===== src/rtl/usb_tx_pkg.sv =====
// Shared types for the USB transmit path: packet kinds, scheduler states,
// and a helper that sizes the shared gap/timeout counter.
package usb_tx_pkg;

    typedef enum logic [1:0] {
        PKT_NONE = 2'd0,
        PKT_ACK  = 2'd1,
        PKT_NAK  = 2'd2,
        PKT_DATA = 2'd3
    } pkt_t;

    typedef enum logic [1:0] {
        IDLE   = 2'd0,
        ISSUE  = 2'd1,
        ACTIVE = 2'd2,
        GAP    = 2'd3
    } sched_state_t;

    // Request sources, indexed ack=0, nak=1, data=2 (pkt_t value minus one)
    localparam int NUM_REQ = 3;

    // Counter width able to hold max(a,b)-1
    function automatic int cnt_width(input int a, input int b);
        int m;
        m = (a > b) ? a : b;
        return (m < 2) ? 1 : $clog2(m);
    endfunction

endpackage


===== src/rtl/usb_tx_gap_timer.sv =====
// Loadable down-counter with zero flag. The scheduler reuses one instance for
// the inter-packet gap and, when enabled, the transmit timeout.
module usb_tx_gap_timer #(
    parameter int W = 8
) (
    input  logic         clk,
    input  logic         rst,
    input  logic         load,
    input  logic [W-1:0] load_val,
    input  logic         dec,
    output logic [W-1:0] count,
    output logic         zero
);

    logic [W-1:0] count_reg;

    // Load has priority over decrement; decrement saturates at zero
    always_ff @(posedge clk or posedge rst) begin
        if (rst) begin
            count_reg <= '0;
        end else if (load) begin
            count_reg <= load_val;
        end else if (dec && (count_reg != '0)) begin
            count_reg <= count_reg - W'(1);
        end
    end

    assign count = count_reg;
    assign zero  = (count_reg == '0);

endmodule


===== src/rtl/usb_tx_scheduler.sv =====
// USB transmit scheduler: latches ACK/NAK/DATA requests, arbitrates them with
// fixed priority ACK > NAK > DATA, issues one strobe per packet, waits for
// tx_done and then enforces an inter-packet gap.
// Optional feature: define USB_TX_SCHED_TIMEOUT_EN to abandon a packet when
// tx_done does not arrive within TIMEOUT_CYCLES clocks of the strobe.
module usb_tx_scheduler
    import usb_tx_pkg::*;
#(
    parameter int IPG_CYCLES     = 4,
    parameter int TIMEOUT_CYCLES = 64
) (
    input  logic       clk,
    input  logic       rst,
    input  logic       ack_req,
    input  logic       nak_req,
    input  logic       data_req,
    input  logic       fifo_empty,
    input  logic       tx_done,
    output logic       tx_send_good,
    output logic       tx_send_bad,
    output logic       tx_transmit,
    output logic       tx_busy,
    output logic [1:0] grant,
    output logic       tx_timeout
);

    localparam int TMR_W = cnt_width(IPG_CYCLES, TIMEOUT_CYCLES);
    localparam logic [TMR_W-1:0] IPG_LOAD = TMR_W'(IPG_CYCLES - 1);
`ifdef USB_TX_SCHED_TIMEOUT_EN
    localparam logic [TMR_W-1:0] TMO_LOAD = TMR_W'(TIMEOUT_CYCLES - 1);
`endif

    sched_state_t       state_reg, state_next;
    pkt_t               grant_reg, grant_next;
    pkt_t               sel;
    logic               grant_now;
    logic [NUM_REQ-1:0] req_vec, raw_req, pend_reg, pend_next;
    logic               send_good_reg, send_good_next;
    logic               send_bad_reg, send_bad_next;
    logic               transmit_reg, transmit_next;
    logic               busy_reg, busy_next;
    logic               timeout_reg, timeout_next;
    logic               tmr_load, tmr_dec, tmr_zero, gap_last;
    logic [TMR_W-1:0]   tmr_load_val, tmr_count;

    assign req_vec = {data_req, nak_req, ack_req};

    // A request counts as soon as it is seen; a pending flag is dropped only
    // when that type wins arbitration, so repeats while busy merge into one.
    generate
        for (genvar gi = 0; gi < NUM_REQ; gi++) begin : g_pend
            assign raw_req[gi]   = pend_reg[gi] | req_vec[gi];
            assign pend_next[gi] = raw_req[gi] & ~(grant_now && (sel == pkt_t'(2'(gi + 1))));
        end
    endgenerate

    // Fixed-priority arbiter; DATA only competes when the FIFO has something
    always_comb begin
        sel = PKT_NONE;
        if (raw_req[0]) begin
            sel = PKT_ACK;
        end else if (raw_req[1]) begin
            sel = PKT_NAK;
        end else if (raw_req[2] && !fifo_empty) begin
            sel = PKT_DATA;
        end
    end

    assign grant_now = (state_reg == IDLE) && (sel != PKT_NONE);
    // Gap ends on the clock that takes the counter down to zero
    assign gap_last  = tmr_zero || (tmr_count == TMR_W'(1));

    usb_tx_gap_timer #(
        .W(TMR_W)
    ) u_timer (
        .clk      (clk),
        .rst      (rst),
        .load     (tmr_load),
        .load_val (tmr_load_val),
        .dec      (tmr_dec),
        .count    (tmr_count),
        .zero     (tmr_zero)
    );

    // State, pending flags and all registered outputs
    always_ff @(posedge clk or posedge rst) begin
        if (rst) begin
            state_reg     <= IDLE;
            grant_reg     <= PKT_NONE;
            pend_reg      <= '0;
            send_good_reg <= 1'b0;
            send_bad_reg  <= 1'b0;
            transmit_reg  <= 1'b0;
            busy_reg      <= 1'b0;
            timeout_reg   <= 1'b0;
        end else begin
            state_reg     <= state_next;
            grant_reg     <= grant_next;
            pend_reg      <= pend_next;
            send_good_reg <= send_good_next;
            send_bad_reg  <= send_bad_next;
            transmit_reg  <= transmit_next;
            busy_reg      <= busy_next;
            timeout_reg   <= timeout_next;
        end
    end

    // Next-state logic and timer control
    always_comb begin
        state_next   = state_reg;
        tmr_load     = 1'b0;
        tmr_load_val = IPG_LOAD;
        tmr_dec      = 1'b0;
        case (state_reg)
            IDLE: begin
                if (sel != PKT_NONE) begin
                    state_next = ISSUE;
                end
            end
            ISSUE: begin
                state_next = ACTIVE;
`ifdef USB_TX_SCHED_TIMEOUT_EN
                tmr_load     = 1'b1;
                tmr_load_val = TMO_LOAD;
`endif
            end
            ACTIVE: begin
                if (tx_done) begin
                    state_next = GAP;
                    tmr_load   = 1'b1;
`ifdef USB_TX_SCHED_TIMEOUT_EN
                end else if (tmr_zero) begin
                    // Give up on this packet; it is not retried
                    state_next = GAP;
                    tmr_load   = 1'b1;
                end else begin
                    tmr_dec = 1'b1;
`endif
                end
            end
            GAP: begin
                tmr_dec = 1'b1;
                if (gap_last) begin
                    state_next = IDLE;
                end
            end
            default: state_next = IDLE;
        endcase
    end

    // Next values of the registered outputs
    always_comb begin
        send_good_next = (state_reg == ISSUE) && (grant_reg == PKT_ACK);
        send_bad_next  = (state_reg == ISSUE) && (grant_reg == PKT_NAK);
        transmit_next  = (state_reg == ISSUE) && (grant_reg == PKT_DATA);
        busy_next      = (state_next == ACTIVE) || (state_next == GAP);
        grant_next     = grant_reg;
        if (grant_now) begin
            grant_next = sel;
        end else if ((state_reg == GAP) && gap_last) begin
            grant_next = PKT_NONE;
        end
        timeout_next = 1'b0;
`ifdef USB_TX_SCHED_TIMEOUT_EN
        timeout_next = (state_reg == ACTIVE) && !tx_done && tmr_zero;
`endif
    end

    assign tx_send_good = send_good_reg;
    assign tx_send_bad  = send_bad_reg;
    assign tx_transmit  = transmit_reg;
    assign tx_busy      = busy_reg;
    assign grant        = grant_reg;
    assign tx_timeout   = timeout_reg;

endmodule


===== config.mk =====
export PLATFORM = sky130hd
export DESIGN_NAME = usb_tx_scheduler
export DESIGN_NICKNAME = d
export VERILOG_FILES = /design/src/rtl/usb_tx_pkg.sv /design/src/rtl/usb_tx_gap_timer.sv /design/src/rtl/usb_tx_scheduler.sv
export SDC_FILE = /design/constraint.sdc
export NUM_CORES = 1
export LEC_CHECK = 0
export ABC_AREA = 0
export BUFFER_PORTS_ARGS = -buffer_cell sky130_fd_sc_hd__buf_2
export CORE_MARGIN = 2
export CORE_UTILIZATION = 45
export CTS_BUF_LIST = sky130_fd_sc_hd__clkbuf_4 sky130_fd_sc_hd__clkbuf_8 sky130_fd_sc_hd__clkbuf_16
export DETAILED_ROUTE_END_ITERATION = 6
export GPL_TIMING_DRIVEN = 0
export HOLD_SLACK_MARGIN = 0.12
export PLACE_DENSITY = 0.8
export SYNTH_ARGS = -nofsm -noshare
export SYNTH_HDL_FRONTEND = slang
export SYNTH_SLANG_ARGS = --single-unit

===== constraint.sdc =====
create_clock -name clk -period 1.6 [get_ports clk]
set_input_delay 0.24 -clock clk [delete_from_list [all_inputs] [get_ports clk]]
set_output_delay 0.24 -clock clk [all_outputs]
set_load 0.05 [all_outputs]

==> results.md <==
* Gr ovfl total at 0
* Synth Register Bits at 16
* Number of port buffers at 12
* Slew Viols, Final at 0
* Post-Syn Area at ~850 µm²
* All-Layer GR Usage at around 17%
* Die Footprint at 2250 µm²
* Hold depth at 3
* Detail Route Antenna Nets at 0
* Fmax achieved at 640 MHz
* Initial Utilization at 48.6%
* Clk slew on worst S/H paths at roughly 90 ps
* Synth top area share at between 40% and 50%
* GP Congestion at roughly 0.8
* Clock sinks at 16
* Cell variety after synth at 35
* Drt wl/cell at between 10 and 15 µm
* Worst R2R Path Depth at 4
* Number of warning messages in the yosys log at 0
* Clock Skew at 2.76 ps
* Via count at 697
* Hold endpoint: pend_reg[2]$_DFF_PP0_
* Asr flop ratio synth at between 90% and 100%
* Placed Instances at between 100 and 150
* Syn-to-layout area delta at 19.6%
* Nets at between 100 and 150
* Synth area leaders: dfrtp_1 (47%), nor2_1 (4.9%), mux2i_1 (4.7%)
* # diodes at 0
* CP Max Fanout at 4
* RSZ-0062 raised after global routing: true
* Cell with the most instances after synthesis: dfrtp_1
* CP Launch Type: register
* CP endpoint kind: register
* Post-synth EDFFs at 0
* Ports at 14
* Synthesized net count at 97
* Syn Area/Cell at between 9 and 10 µm²
* Clock root cell: clkbuf_4
* Vias in the first global route at 606
* Die width at 47.4 µm
* Leak at approximately 0.00048 µW
* HP Class: in -> reg
* R2R setup slack at approximately 38 ps
* Non-filler cells, final at 130
* Number of core rows at 15
* Cell type contributing the most total cell area after synthesis: dfrtp_1
* DR WL met3 at between 50 and 60 µm
* Fin crit share at a little over nine tenths
* Crit Reg-Reg Startpoint: u_timer.count[0]$_DFFE_PP0P_
* Pwr Density at 1680 nW/µm²
* Max-cap violations at 0
* Synth Instances at 87
* Filler cells at 168
* Slew headroom at between 60% and 70%
* Iter 0 DRT Violations at 13
* Status: complete, no violations
* Sequential Area at 400 µm²
* DR WL met2 at ~770 µm
* M1 WL at about 760 µm
* Final hold slack at about 240 ps
* RR Endpoint: u_timer.count[5]$_DFFE_PP0P_
* CTS Buf Count at 3
* Final min period at between 1500 and 2000 ps
* Final wirelength at roughly 1600 µm
* Hold Vio Cnt, Final at 0
* Worst Path Class, Setup: reg -> reg
* Die Height at between 40 and 50 µm
* Maximum VDD drop at between 0.8 and 0.9 mV
* Drt via density at ~5.4
* Clock Latency Late Sink at between 200 and 300 ps
* Number of antenna violations at the first check in global routing at 0
* DR top layer: met4
* Multi-input gate area at around 430 µm²
* Largest net degree at the start of global routing at 17
* HPWL after DPL at 1170 µm
* Arrival time worst endpoint at 1770 ps
* Initial DRT Pass Iterations at 4
* CTS H-tree depth at 1
* Final setup fails at 0
* Core region area at 1750 µm²
* Post-synth top flop: dfrtp_1
* Least-Margin Pin Slew at 597 ps
* CTS tree: yes
* Final core occ at 58.1%
* WP data required at about 1800 ps
* Sequential cell area fraction in the yosys report at 47.2%
* Max reg flops at 6
* Residual DRC count at 0
* Min-delay src: data_req
* Layout cells sized above 1 at between 20% and 30%
* Max clock buf depth at 2
* Synth top cells by count: dfrtp_1 (16), nor2_1 (11), nand2_1 (9)
* First-pass GRT wire length at 2590 µm
* Pwr Total at approximately 1700 µW
==> power breakdown <==
group          switching (µW)  internal [µW]
Combinational             496            360
Sequential                128            518
Clock                     120           87.2
Total                     743            965
==> kinds of logic (layout without fill, tap and decap cells) <==
group	Yosys count	after routing	synth area share, %
flip-flops	16	16	47.2
AND/OR/NAND/NOR	38	38	25.7
adder cells (fa/ha/maj)	3	3	4.43
buffers and inverters	10	28	5.01
multiplexers	4	4	4.72
AO/OA/AOI/OAI	15	15	12.5
other	1	1	0.442
==> area by class of cell <==
type / instances / share of cell area [%]
flip-flops and latches: 16 / 39.5
inverters: 7 / 2.59
clock buffers: 3 / 2.22
repair buffers: 15 / 8.38
well taps: 25 / 3.08
multi-input cells: 61 / 42.7
plain buffers: 3 / 1.60
==> per-layer routing <==
metal,track usage [%],up-vias
met4,8.33,0
met1,21.2,333
met5,0,-
met3,3.40,4
li1,-,348
met2,27.0,12
==> worst max-delay path by stage <==
stage	slack [ps]	to	startpoint
detailed placement	-30	u_timer.count[5]$_DFFE_PP0P_	u_timer.count[1]$_DFFE_PP0P_
global route	-20	u_timer.count[5]$_DFFE_PP0P_	u_timer.count[0]$_DFFE_PP0P_
global placement	10	u_timer.count[5]$_DFFE_PP0P_	u_timer.count[1]$_DFFE_PP0P_
finish	40	u_timer.count[5]$_DFFE_PP0P_	u_timer.count[0]$_DFFE_PP0P_
floorplan	20	u_timer.count[4]$_DFFE_PP0P_	tx_busy$_DFF_PP0_
CTS	4	u_timer.count[5]$_DFFE_PP0P_	u_timer.count[1]$_DFFE_PP0P_
==> critical path, stage by stage (launching register included) <==
cell	delay (ps)
dfrtp_1	410
buf_4	160
nor4bb_1	470
and4_4	290
mux2i_1	170
==> through the flow <==
stage,instance area [µm²],setup WS (ps),TNS (ps)
after floorplan,848,16.0,0
after CTS,980,4.46,0
after detailed placement,940,-30.7,-58.0
after global placement,940,14.7,0
after global routing,1010,-15.3,-15.3
final,1010,37.6,0
==> repair_timing <==
action | in CTS | in global routing
pin swaps | 0 | 2
buffers inserted | 1 | 1
endpoints found under the hold margin | 16 | 0
hold buffers | 1 | 0
gates resized for setup | 1 | 5
setup endpoints to repair | 3 | 3
==> cell usage in the layout, fill, tap and decap left out, types with 3 or more instances in the layout <==
cell	count
nand3b_1	3
o21ai_0	4
clkbuf_4	3
dfrtp_1	16
inv_1	5
nand2_1	9
mux2i_1	4
buf_2	13
nor2_1	11
buf_4	3
Power figures use the tool's default switching activity.
